===== config.mk =====
export PLATFORM = sky130hd
export DESIGN_NAME = mips_timer
export DESIGN_NICKNAME = d
export VERILOG_FILES = /design/src/rtl/mips_timer.sv
export SDC_FILE = /design/constraint.sdc
export NUM_CORES = 1
export LEC_CHECK = 0
export BUFFER_PORTS_ARGS = -buffer_cell sky130_fd_sc_hd__buf_2
export CAP_MARGIN = 0
export CORE_MARGIN = 2
export CORE_UTILIZATION = 53
export CTS_BUF_LIST = sky130_fd_sc_hd__clkbuf_8
export DETAILED_ROUTE_END_ITERATION = 16
export PLACE_DENSITY = 0.79
export SYNTH_ARGS = -nofsm -noshare
export SYNTH_HDL_FRONTEND = slang
export SYNTH_SLANG_ARGS = --single-unit

===== constraint.sdc =====
create_clock -name clk -period 2.2 [get_ports clk]
set_input_delay 0.33 -clock clk [delete_from_list [all_inputs] [get_ports clk]]
set_output_delay 0.33 -clock clk [all_outputs]
set_load 0.01 [all_outputs]

===== src/rtl/mips_timer.sv =====
`default_nettype none
// mips_timer: memory-mapped countdown timer with one-shot (held IRQ) and auto-reload (pulsed IRQ) modes.
// Optional macro TIMER_PRESCALE_EN adds a 16-bit PRESCALE register at Addr 3 that divides the count rate.
module mips_timer #(
  parameter logic [1:0] BASE_SEL = 2'b00
) (
  input  logic        clk,
  input  logic        reset_n,
  input  logic [1:0]  Addr,
  input  logic        WE,
  input  logic [31:0] dataIn,
  output logic [31:0] dataOut,
  output logic        IRQ
);

  typedef enum logic [1:0] {
    S_IDLE = 2'd0,
    S_LOAD = 2'd1,
    S_CNT  = 2'd2,
    S_INT  = 2'd3
  } state_t;

  state_t      state;
  state_t      state_nx;
  logic [3:0]  ctrl;
  logic [31:0] preset;
  logic [31:0] count;
  logic        irq_flag;

  logic        en;
  logic        auto_reload;
  logic        im;
  logic        wr_ctrl;
  logic        wr_preset;
  logic        tick;

  // The bridge already qualifies WE with the select, so BASE_SEL has no decode role here.
  logic        unused_base_sel;
  assign unused_base_sel = ^BASE_SEL;

  assign en          = ctrl[0];
  assign auto_reload = (ctrl[2:1] == 2'b01);
  assign im          = ctrl[3];
  assign wr_ctrl     = WE && (Addr == 2'd0);
  assign wr_preset   = WE && (Addr == 2'd1);

`ifdef TIMER_PRESCALE_EN
  logic [15:0] prescale;
  logic [15:0] div_cnt;
  logic        wr_prescale;

  assign wr_prescale = WE && (Addr == 2'd3);
  assign tick        = (div_cnt == 16'd0);

  always_ff @(posedge clk or negedge reset_n) begin
    if (!reset_n) begin
      prescale <= 16'd0;
      div_cnt  <= 16'd0;
    end else begin
      if (wr_prescale) begin
        prescale <= dataIn[15:0];
      end
      if (state == S_LOAD) begin
        div_cnt <= prescale;
      end else if (state == S_CNT && en) begin
        div_cnt <= tick ? prescale : div_cnt - 16'd1;
      end
    end
  end
`else
  assign tick = 1'b1;
`endif

  always_ff @(posedge clk or negedge reset_n) begin
    if (!reset_n) begin
      state <= S_IDLE;
    end else begin
      state <= state_nx;
    end
  end

  always_comb begin
    state_nx = state;
    case (state)
      S_IDLE: if (en) state_nx = S_LOAD;
      S_LOAD: state_nx = S_CNT;
      S_CNT: begin
        if (!en) begin
          state_nx = S_IDLE;
        end else if (tick && count == 32'd0) begin
          state_nx = S_INT;
        end
      end
      S_INT:   state_nx = S_IDLE;
      default: state_nx = S_IDLE;
    endcase
  end

  // A bus write to CTRL takes priority over the one-shot auto-clear of En.
  always_ff @(posedge clk or negedge reset_n) begin
    if (!reset_n) begin
      ctrl   <= 4'd0;
      preset <= 32'd0;
    end else begin
      if (wr_ctrl) begin
        ctrl <= dataIn[3:0];
      end else if (state == S_INT && !auto_reload) begin
        ctrl[0] <= 1'b0;
      end
      if (wr_preset) begin
        preset <= dataIn;
      end
    end
  end

  always_ff @(posedge clk or negedge reset_n) begin
    if (!reset_n) begin
      count <= 32'd0;
    end else if (state == S_LOAD) begin
      count <= preset;
    end else if (state == S_CNT && en && tick && count != 32'd0) begin
      count <= count - 32'd1;
    end
  end

  always_ff @(posedge clk or negedge reset_n) begin
    if (!reset_n) begin
      irq_flag <= 1'b0;
    end else if (wr_ctrl || wr_preset) begin
      irq_flag <= 1'b0;
    end else if (state == S_INT) begin
      irq_flag <= 1'b1;
    end else if (irq_flag && auto_reload) begin
      irq_flag <= 1'b0;
    end
  end

  assign IRQ = irq_flag & im;

  always_comb begin
    dataOut = 32'd0;
    case (Addr)
      2'd0: dataOut = {28'd0, ctrl};
      2'd1: dataOut = preset;
      2'd2: dataOut = count;
`ifdef TIMER_PRESCALE_EN
      2'd3: dataOut = {16'd0, prescale};
`endif
      default: dataOut = 32'd0;
    endcase
  end

endmodule
`default_nettype wire

==> results.sh, run 1 <==
export IMPL_track_usage_pct=27.50
export IMPL_yosys_area_share_simple_pct=19.39
export IMPL_worstMarginPinSlew_ps=793.4
export IMPL_fp_dieW_um=90.81
export IMPL_clock_root_buffer="clkbuf_8"
export IMPL_synth_warnings=0
export IMPL_start_kind="flip-flop"
export IMPL_clkTransAtPathRegs_ps=80
export IMPL_cts_sinks=71
export IMPL_rsz0062_at_grt="true"
export IMPL_grt_overflow=0
export IMPL_multi_input_area_um2=2186
export IMPL_finalCriticalPeriod_ps=2235
export IMPL_routedWlPerCell_um=18.57
export IMPL_synth_top_family_by_area="compound AO/OA/AOI/OAI gates"
export IMPL_ir_worst_vdd_mv=0.5592
export IMPL_violations="hold timing, setup timing"
export IMPL_grt_pass1_vias=3787
export IMPL_die_area_um2=8246
export IMPL_n_antenna_cell=0
export IMPL_criticalPathCategory="flip-flop to flip-flop"
export IMPL_num_vias=3878
export IMPL_ys_ff_latch=71
export IMPL_grt_start_max_net_pins=72
export IMPL_finalMaxSlewViolations=0
export IMPL_worstPathRequired_ps=2440
export IMPL_syn_num_nets=437
export IMPL_power_leakage_nw=2.345
export IMPL_hold_class="input port to asynchronous set/reset pin"
export IMPL_final_fill_count=543
export IMPL_fmax_mhz=447.3
export IMPL_synthMuxAreaShare_pct=10.87
export IMPL_core_area_um2=7292
export IMPL_status="finished with violations"
export IMPL_dpl_cell_area_um2=4778
export IMPL_htree_levels=3
export IMPL_clockBufferDepth=2
export IMPL_tritoncts="done"
export IMPL_synth_edf_count=0
export IMPL_p_per_area_nw_per_um2=1178
export IMPL_syn_inst=399
export IMPL_drive_gt1_share_pct=42.17
export IMPL_synthFlopType="dfrtp_1"
export IMPL_whs_ps=-7.829
export IMPL_synthAdderAreaFrac_pct=0.3133
export IMPL_hold_violations=11
export IMPL_syn_area_per_cell_um2=10.01
export IMPL_drc=0
export IMPL_area_sequential_um2=1777
export IMPL_synth_top_cell_area_share_pct=44.49
export IMPL_grt_antenna_before_repair=0
export IMPL_synthDistinctLibCells=57
export IMPL_gp_congestion=0.9365
export IMPL_portBuffers=69
export IMPL_critPathMaxFanout=8
export IMPL_drt_iter0_markers=391
export IMPL_syn_area_um2=3994
export IMPL_die_y_um=90.81
export IMPL_cp_end_kind="flip-flop"
export IMPL_synth_compound_area_share_pct=20.36
export IMPL_cap_violations=0
export IMPL_first_pass_iters=5
export IMPL_period_share_pct=101.6
export IMPL_num_io_pins=70
export IMPL_rows=31
export IMPL_fin_area_um2=5219
export IMPL_fin_nets=551
export IMPL_synth_xor_area_share_pct=0
export IMPL_avgViaCountPerCell=6.295
export IMPL_clock_latency_ps=360
export IMPL_cts_inserted_buffers=9
export IMPL_worstPathArrival_ps=2470
export IMPL_skew_ps=9.001
export IMPL_grt_pass1_wl_um=18530
export IMPL_postSynth_asyncResetShare_pct=100.0
export IMPL_finalSetupViolCount=3
export IMPL_ctsHoldBuffers=0
export IMPL_wl_um=11440
export IMPL_synthToLayoutAreaGrowth_pct=30.67
export IMPL_detail_route_antenna_nets=0
export IMPL_ys_top_cells_by_area="dfrtp_1, mux2_2, a22o_1"
export IMPL_yosys_area_top_type="dfrtp_1"
export IMPL_yosysSeqAreaShare_pct=44.49
export IMPL_place_hpwl_um=7632
export IMPL_slew_headroom_pct=46.99
export IMPL_post_place_ws_ps=-92.21
export IMPL_setup_slack_ps=-35.47
export IMPL_initial_core_util_pct=54.77
-- layer usage --
layer / wire (um) / share of wire, % / GRT usage (%) / up-vias
li1: - / - / - / 1758
met4: 209 / 1.8 / 11.36 / 0
met3: 793 / 6.9 / 4.257 / 22
met1: 4779 / 42 / 36.15 / 1911
met2: 5655 / 49 / 45.52 / 187
met5: 0 / 0 / 0 / -
-- logic make-up after synthesis --
logic type / after synthesis
flops: 71
compound gates: 106
buf+inv: 43
mux: 39
fa+ha+maj: 1
simple gates: 139
-- per-stage QoR --
stage	utilization [%]	power (mW)	cells	TNS [ps]
floorplan	-	3.629	399	-200.2
global placement	65.53	4.598	590	-51.39
detailed placement	65.53	4.710	590	-391.5
CTS	69.25	5.858	609	-4.448
global route	71.57	6.491	616	-737.2
finish	71.57	6.146	616	-57.43
-- synthesized netlist by cell type (all sizes together), types with 5 or more instances --
| master | count |
|---|---|
| buf | 9 |
| a31oi | 7 |
| clkbuf | 19 |
| or3 | 10 |
| o31ai | 6 |
| o31a | 5 |
| or4 | 9 |
| o211ai | 5 |
| inv | 15 |
| dfrtp | 71 |
| mux2 | 35 |
| o311ai | 9 |
| nand3 | 22 |
| nand4 | 5 |
| nand2 | 34 |
| nor4 | 11 |
| o21ai | 17 |
| a22o | 28 |
| nor2 | 13 |
| or2 | 6 |
| a22oi | 7 |
| nor3 | 9 |
| a21oi | 9 |
-- final cells by class --
cell class / count / share of cell area [%]
repair buffers: 131 / 16.83
clock buffers: 11 / 2.901
clock inverters: 4 / 0.8871
flip-flops and latches: 71 / 34.04
multi-input cells: 285 / 41.88
well taps: 99 / 2.374
inverters: 15 / 1.079
-- final timing paths --
| check | from | to | slack, ps | cells past startpoint |
|---|---|---|---|---|
| worst max register to register | count[16] | count[9] | -40 | 6 |
| worst min register to register | preset[15] | count[15] | 510 | 2 |
| max in group asynchronous | reset_n | irq_flag | 1890 | 2 |
| min in group clk | dataIn[12] | preset[12] | 200 | 2 |
| worst min-delay path | reset_n | count[7] | -8 | 2 |
| worst max-delay path | count[16] | count[9] | -40 | 6 |
-- critical path, cell delays in order (launching register included) --
cell      delay (ps)
dfrtp_1          380
or3_4            390
or4_4            460
o31ai_4          320
buf_12           170
o21bai_1          80
a221o_1          320
-- power breakdown --
| group | leakage [nW] | internal, mW | total, mW | switching (mW) |
|---|---|---|---|---|
| Combinational | 1.38 | 1.39 | 2.89 | 1.50 |
| Clock | 0.103 | 0.573 | 1.06 | 0.491 |
| Sequential | 0.862 | 1.73 | 2.19 | 0.459 |
-- cells in the final DEF, fill, tap and decap left out, drive strengths merged, types with 2 or more instances in the layout --
| cell type | instances |
|---|---|
| buf | 131 |
| dfrtp | 71 |
| mux2 | 35 |
| nand2 | 34 |
| a22o | 28 |
| nand3 | 22 |
| o21ai | 17 |
| inv | 16 |
| nor2 | 13 |
| clkbuf | 11 |
| nor4 | 11 |
| or3 | 10 |
| nor3 | 9 |
| a21oi | 9 |
| or4 | 9 |
| o311ai | 9 |
| a31oi | 7 |
| a22oi | 7 |
| or2 | 6 |
| o31ai | 6 |
| nand4 | 5 |
| o211ai | 5 |
| o31a | 5 |
| mux2i | 4 |
| a221o | 4 |
| nand2b | 3 |
| nor2b | 3 |
| and2 | 2 |
| nand3b | 2 |
| nor3b | 2 |
| and3 | 2 |
| or4b | 2 |
-- state kept, by name, summed over array words and instances (netlist names) --
signal	cells
state	2
count	32
preset	32
ctrl	4
irq_flag	1
-- repair_timing --
action / 4_1_cts / 5_1_grt
endpoints found under the hold margin: 0 / 0
pin swaps: 2 / 7
gates resized for setup: 6 / 33
buffers inserted: 3 / 7
setup endpoints to repair: 13 / 31
gates cloned: 1 / 0
Note: power is estimated with default switching activity, not from simulation.
==> inputs of run 2 (changes only) <==
--- a/config.mk
+++ b/config.mk
@@ -12,6 +12,7 @@
 export CTS_BUF_LIST = sky130_fd_sc_hd__clkbuf_8
 export DETAILED_ROUTE_END_ITERATION = 16
 export PLACE_DENSITY = 0.79
+export SKIP_CTS_REPAIR_TIMING = 1
 export SYNTH_ARGS = -nofsm -noshare
 export SYNTH_HDL_FRONTEND = slang
 export SYNTH_SLANG_ARGS = --single-unit
==> results.sh, run 2 (synthesis results as in run 1) <==
export IMPL_period_share_pct=105.6
export IMPL_cap_violations=0
export IMPL_grt_antenna_before_repair=0
export IMPL_internal_power_mw=3.724
export IMPL_combPwrFrac_pct=47.9
export IMPL_switching_power_mw=2.518
export IMPL_fmax_mhz=430.4
export IMPL_skew_ps=8.333
export IMPL_grt_pass1_wl_um=18390
export IMPL_die_area_um2=8246
export IMPL_wl_um=12100
export IMPL_worstPathRequired_ps=2430
export IMPL_slew_headroom_pct=46.53
export IMPL_clockBufferDepth=2
export IMPL_tritoncts="done"
export IMPL_reg_largest_list="count: 32 flops, preset: 32 flops, ctrl: 4 flops"
export IMPL_p_per_area_nw_per_um2=1179
export IMPL_swShare_pct=40.34
export IMPL_finalSetupViolCount=16
export IMPL_cts_sinks=71
export IMPL_whs_ps=-20.86
export IMPL_rr_worst_depth=10
export IMPL_rows=31
export IMPL_ir_worst_vdd_mv=0.5730
export IMPL_grt_start_max_net_pins=72
export IMPL_track_usage_pct=27.29
export IMPL_worstMarginPinSlew_ps=800.4
export IMPL_critPathMaxFanout=6
export IMPL_portBuffers=69
export IMPL_grt_overflow=0
export IMPL_power_frac_clock_pct=17.1
export IMPL_drt_iter0_markers=411
export IMPL_finalMaxSlewViolations=0
export IMPL_grt_pass1_vias=3703
export IMPL_num_vias=4014
export IMPL_routedWlPerCell_um=19.48
export IMPL_reg2reg_from="count[1]"
export IMPL_synthToLayoutAreaGrowth_pct=32.52
export IMPL_initial_core_util_pct=54.77
export IMPL_num_io_pins=70
export IMPL_detail_route_antenna_nets=0
export IMPL_final_common_cell="dfrtp_1"
export IMPL_drc=0
export IMPL_start_kind="flip-flop"
export IMPL_clkTransAtPathRegs_ps=70
export IMPL_power_leakage_nw=2.393
export IMPL_clock_latency_ps=350
export IMPL_fin_nets=556
export IMPL_n_antenna_cell=0
export IMPL_rsz0062_at_grt="true"
export IMPL_avgViaCountPerCell=6.464
export IMPL_reg2reg_slack_ps=-120
export IMPL_cts_inserted_buffers=9
export IMPL_die_y_um=90.81
export IMPL_criticalPathCategory="flip-flop to flip-flop"
export IMPL_hold_class="input port to asynchronous set/reset pin"
export IMPL_htree_levels=3
export IMPL_place_hpwl_um=7632
export IMPL_finalCriticalPeriod_ps=2323
export IMPL_status="finished with violations"
export IMPL_drive_gt1_share_pct=43.30
export IMPL_regToRegEndpoint="count[9]"
export IMPL_clock_root_buffer="clkbuf_8"
export IMPL_fp_dieW_um=90.81
export IMPL_power_mw=6.242
export IMPL_worstPathArrival_ps=2560
export IMPL_hold_violations=19
export IMPL_gp_congestion=0.9365
export IMPL_violations="hold timing, setup timing"
export IMPL_seqPwrFrac_pct=35.0
export IMPL_final_cell_mix="dfrtp_1, buf_2, buf_4"
export IMPL_first_pass_iters=5
export IMPL_cp_end_kind="flip-flop"
export IMPL_setup_slack_ps=-123.4
export IMPL_core_area_um2=7292
==> run 2: cell count changes in the layout (fill, tap and decap cells not counted), moves of 2 or more <==
cell       delta
o311ai_1      -2
clkbuf_16     +2
o311ai_0      +2
buf_4         +2
==> run 2: worst max-delay path by stage <==
stage / start / endpoint / cells past startpoint
5_1_grt: count[1] / count[9] / 10
6_report: count[1] / count[9] / 10
4_1_cts: count[1] / count[20] / 8
3_5_place_dp: count[1] / count[20] / 8
2_1_floorplan: count[0] / count[30] / 7
3_3_place_gp: count[1] / count[16] / 8
==> run 2: power by group through the flow <==
stage	combinational [mW]	clock (mW)	sequential, mW
2_1_floorplan	1.56	0	2.07
4_1_cts	2.58	1.07	2.14
6_report	2.99	1.06	2.19
3_5_place_dp	2.55	0	2.16
3_3_place_gp	2.47	0	2.13
5_1_grt	3.21	1.11	2.24
==> run 2: final cells by class <==
class,count,area [um^2]
well taps,99,123.9
repair buffers,136,932.1
clock buffers,11,151.4
flip-flops and latches,71,1777
inverters,15,56.30
clock inverters,4,46.29
fillers,532,1999
multi-input cells,285,2206
==> run 2: worst max-delay path: stages, from the launching register on <==
cell and delay [ps]:
dfrtp_1 390, inv_2 100, ha_4 150, nor4b_4 240, nand4b_1 180, buf_4 180, o31ai_4 270, buf_6 180
buf_12 120, o21bai_1 80, a221o_1 310
==> run 2: per-layer routing <==
layer / track usage [%] / vias to the layer above / wire length [um]
li1: - / 1760 / -
met2: 45.09 / 208 / 6057
met4: 10.10 / 0 / 283
met5: 0 / - / 0
met1: 36.59 / 2011 / 4982
met3: 4.007 / 35 / 772
==> run 2: stage by stage <==
| step | setup WS [ps] | setup TNS, ps | util (%) | instances | cell area [um^2] |
|---|---|---|---|---|---|
| floorplan | -117.0 | -200.2 | - | 399 | 4024 |
| global placement | -21.33 | -51.39 | 65.53 | 590 | 4778 |
| detailed placement | -92.21 | -391.5 | 65.53 | 590 | 4778 |
| CTS | -121.4 | -731.5 | 68.24 | 605 | 4976 |
| global route | -195.9 | -2006 | 72.58 | 621 | 5293 |
| finish | -123.4 | -611.7 | 72.58 | 621 | 5293 |
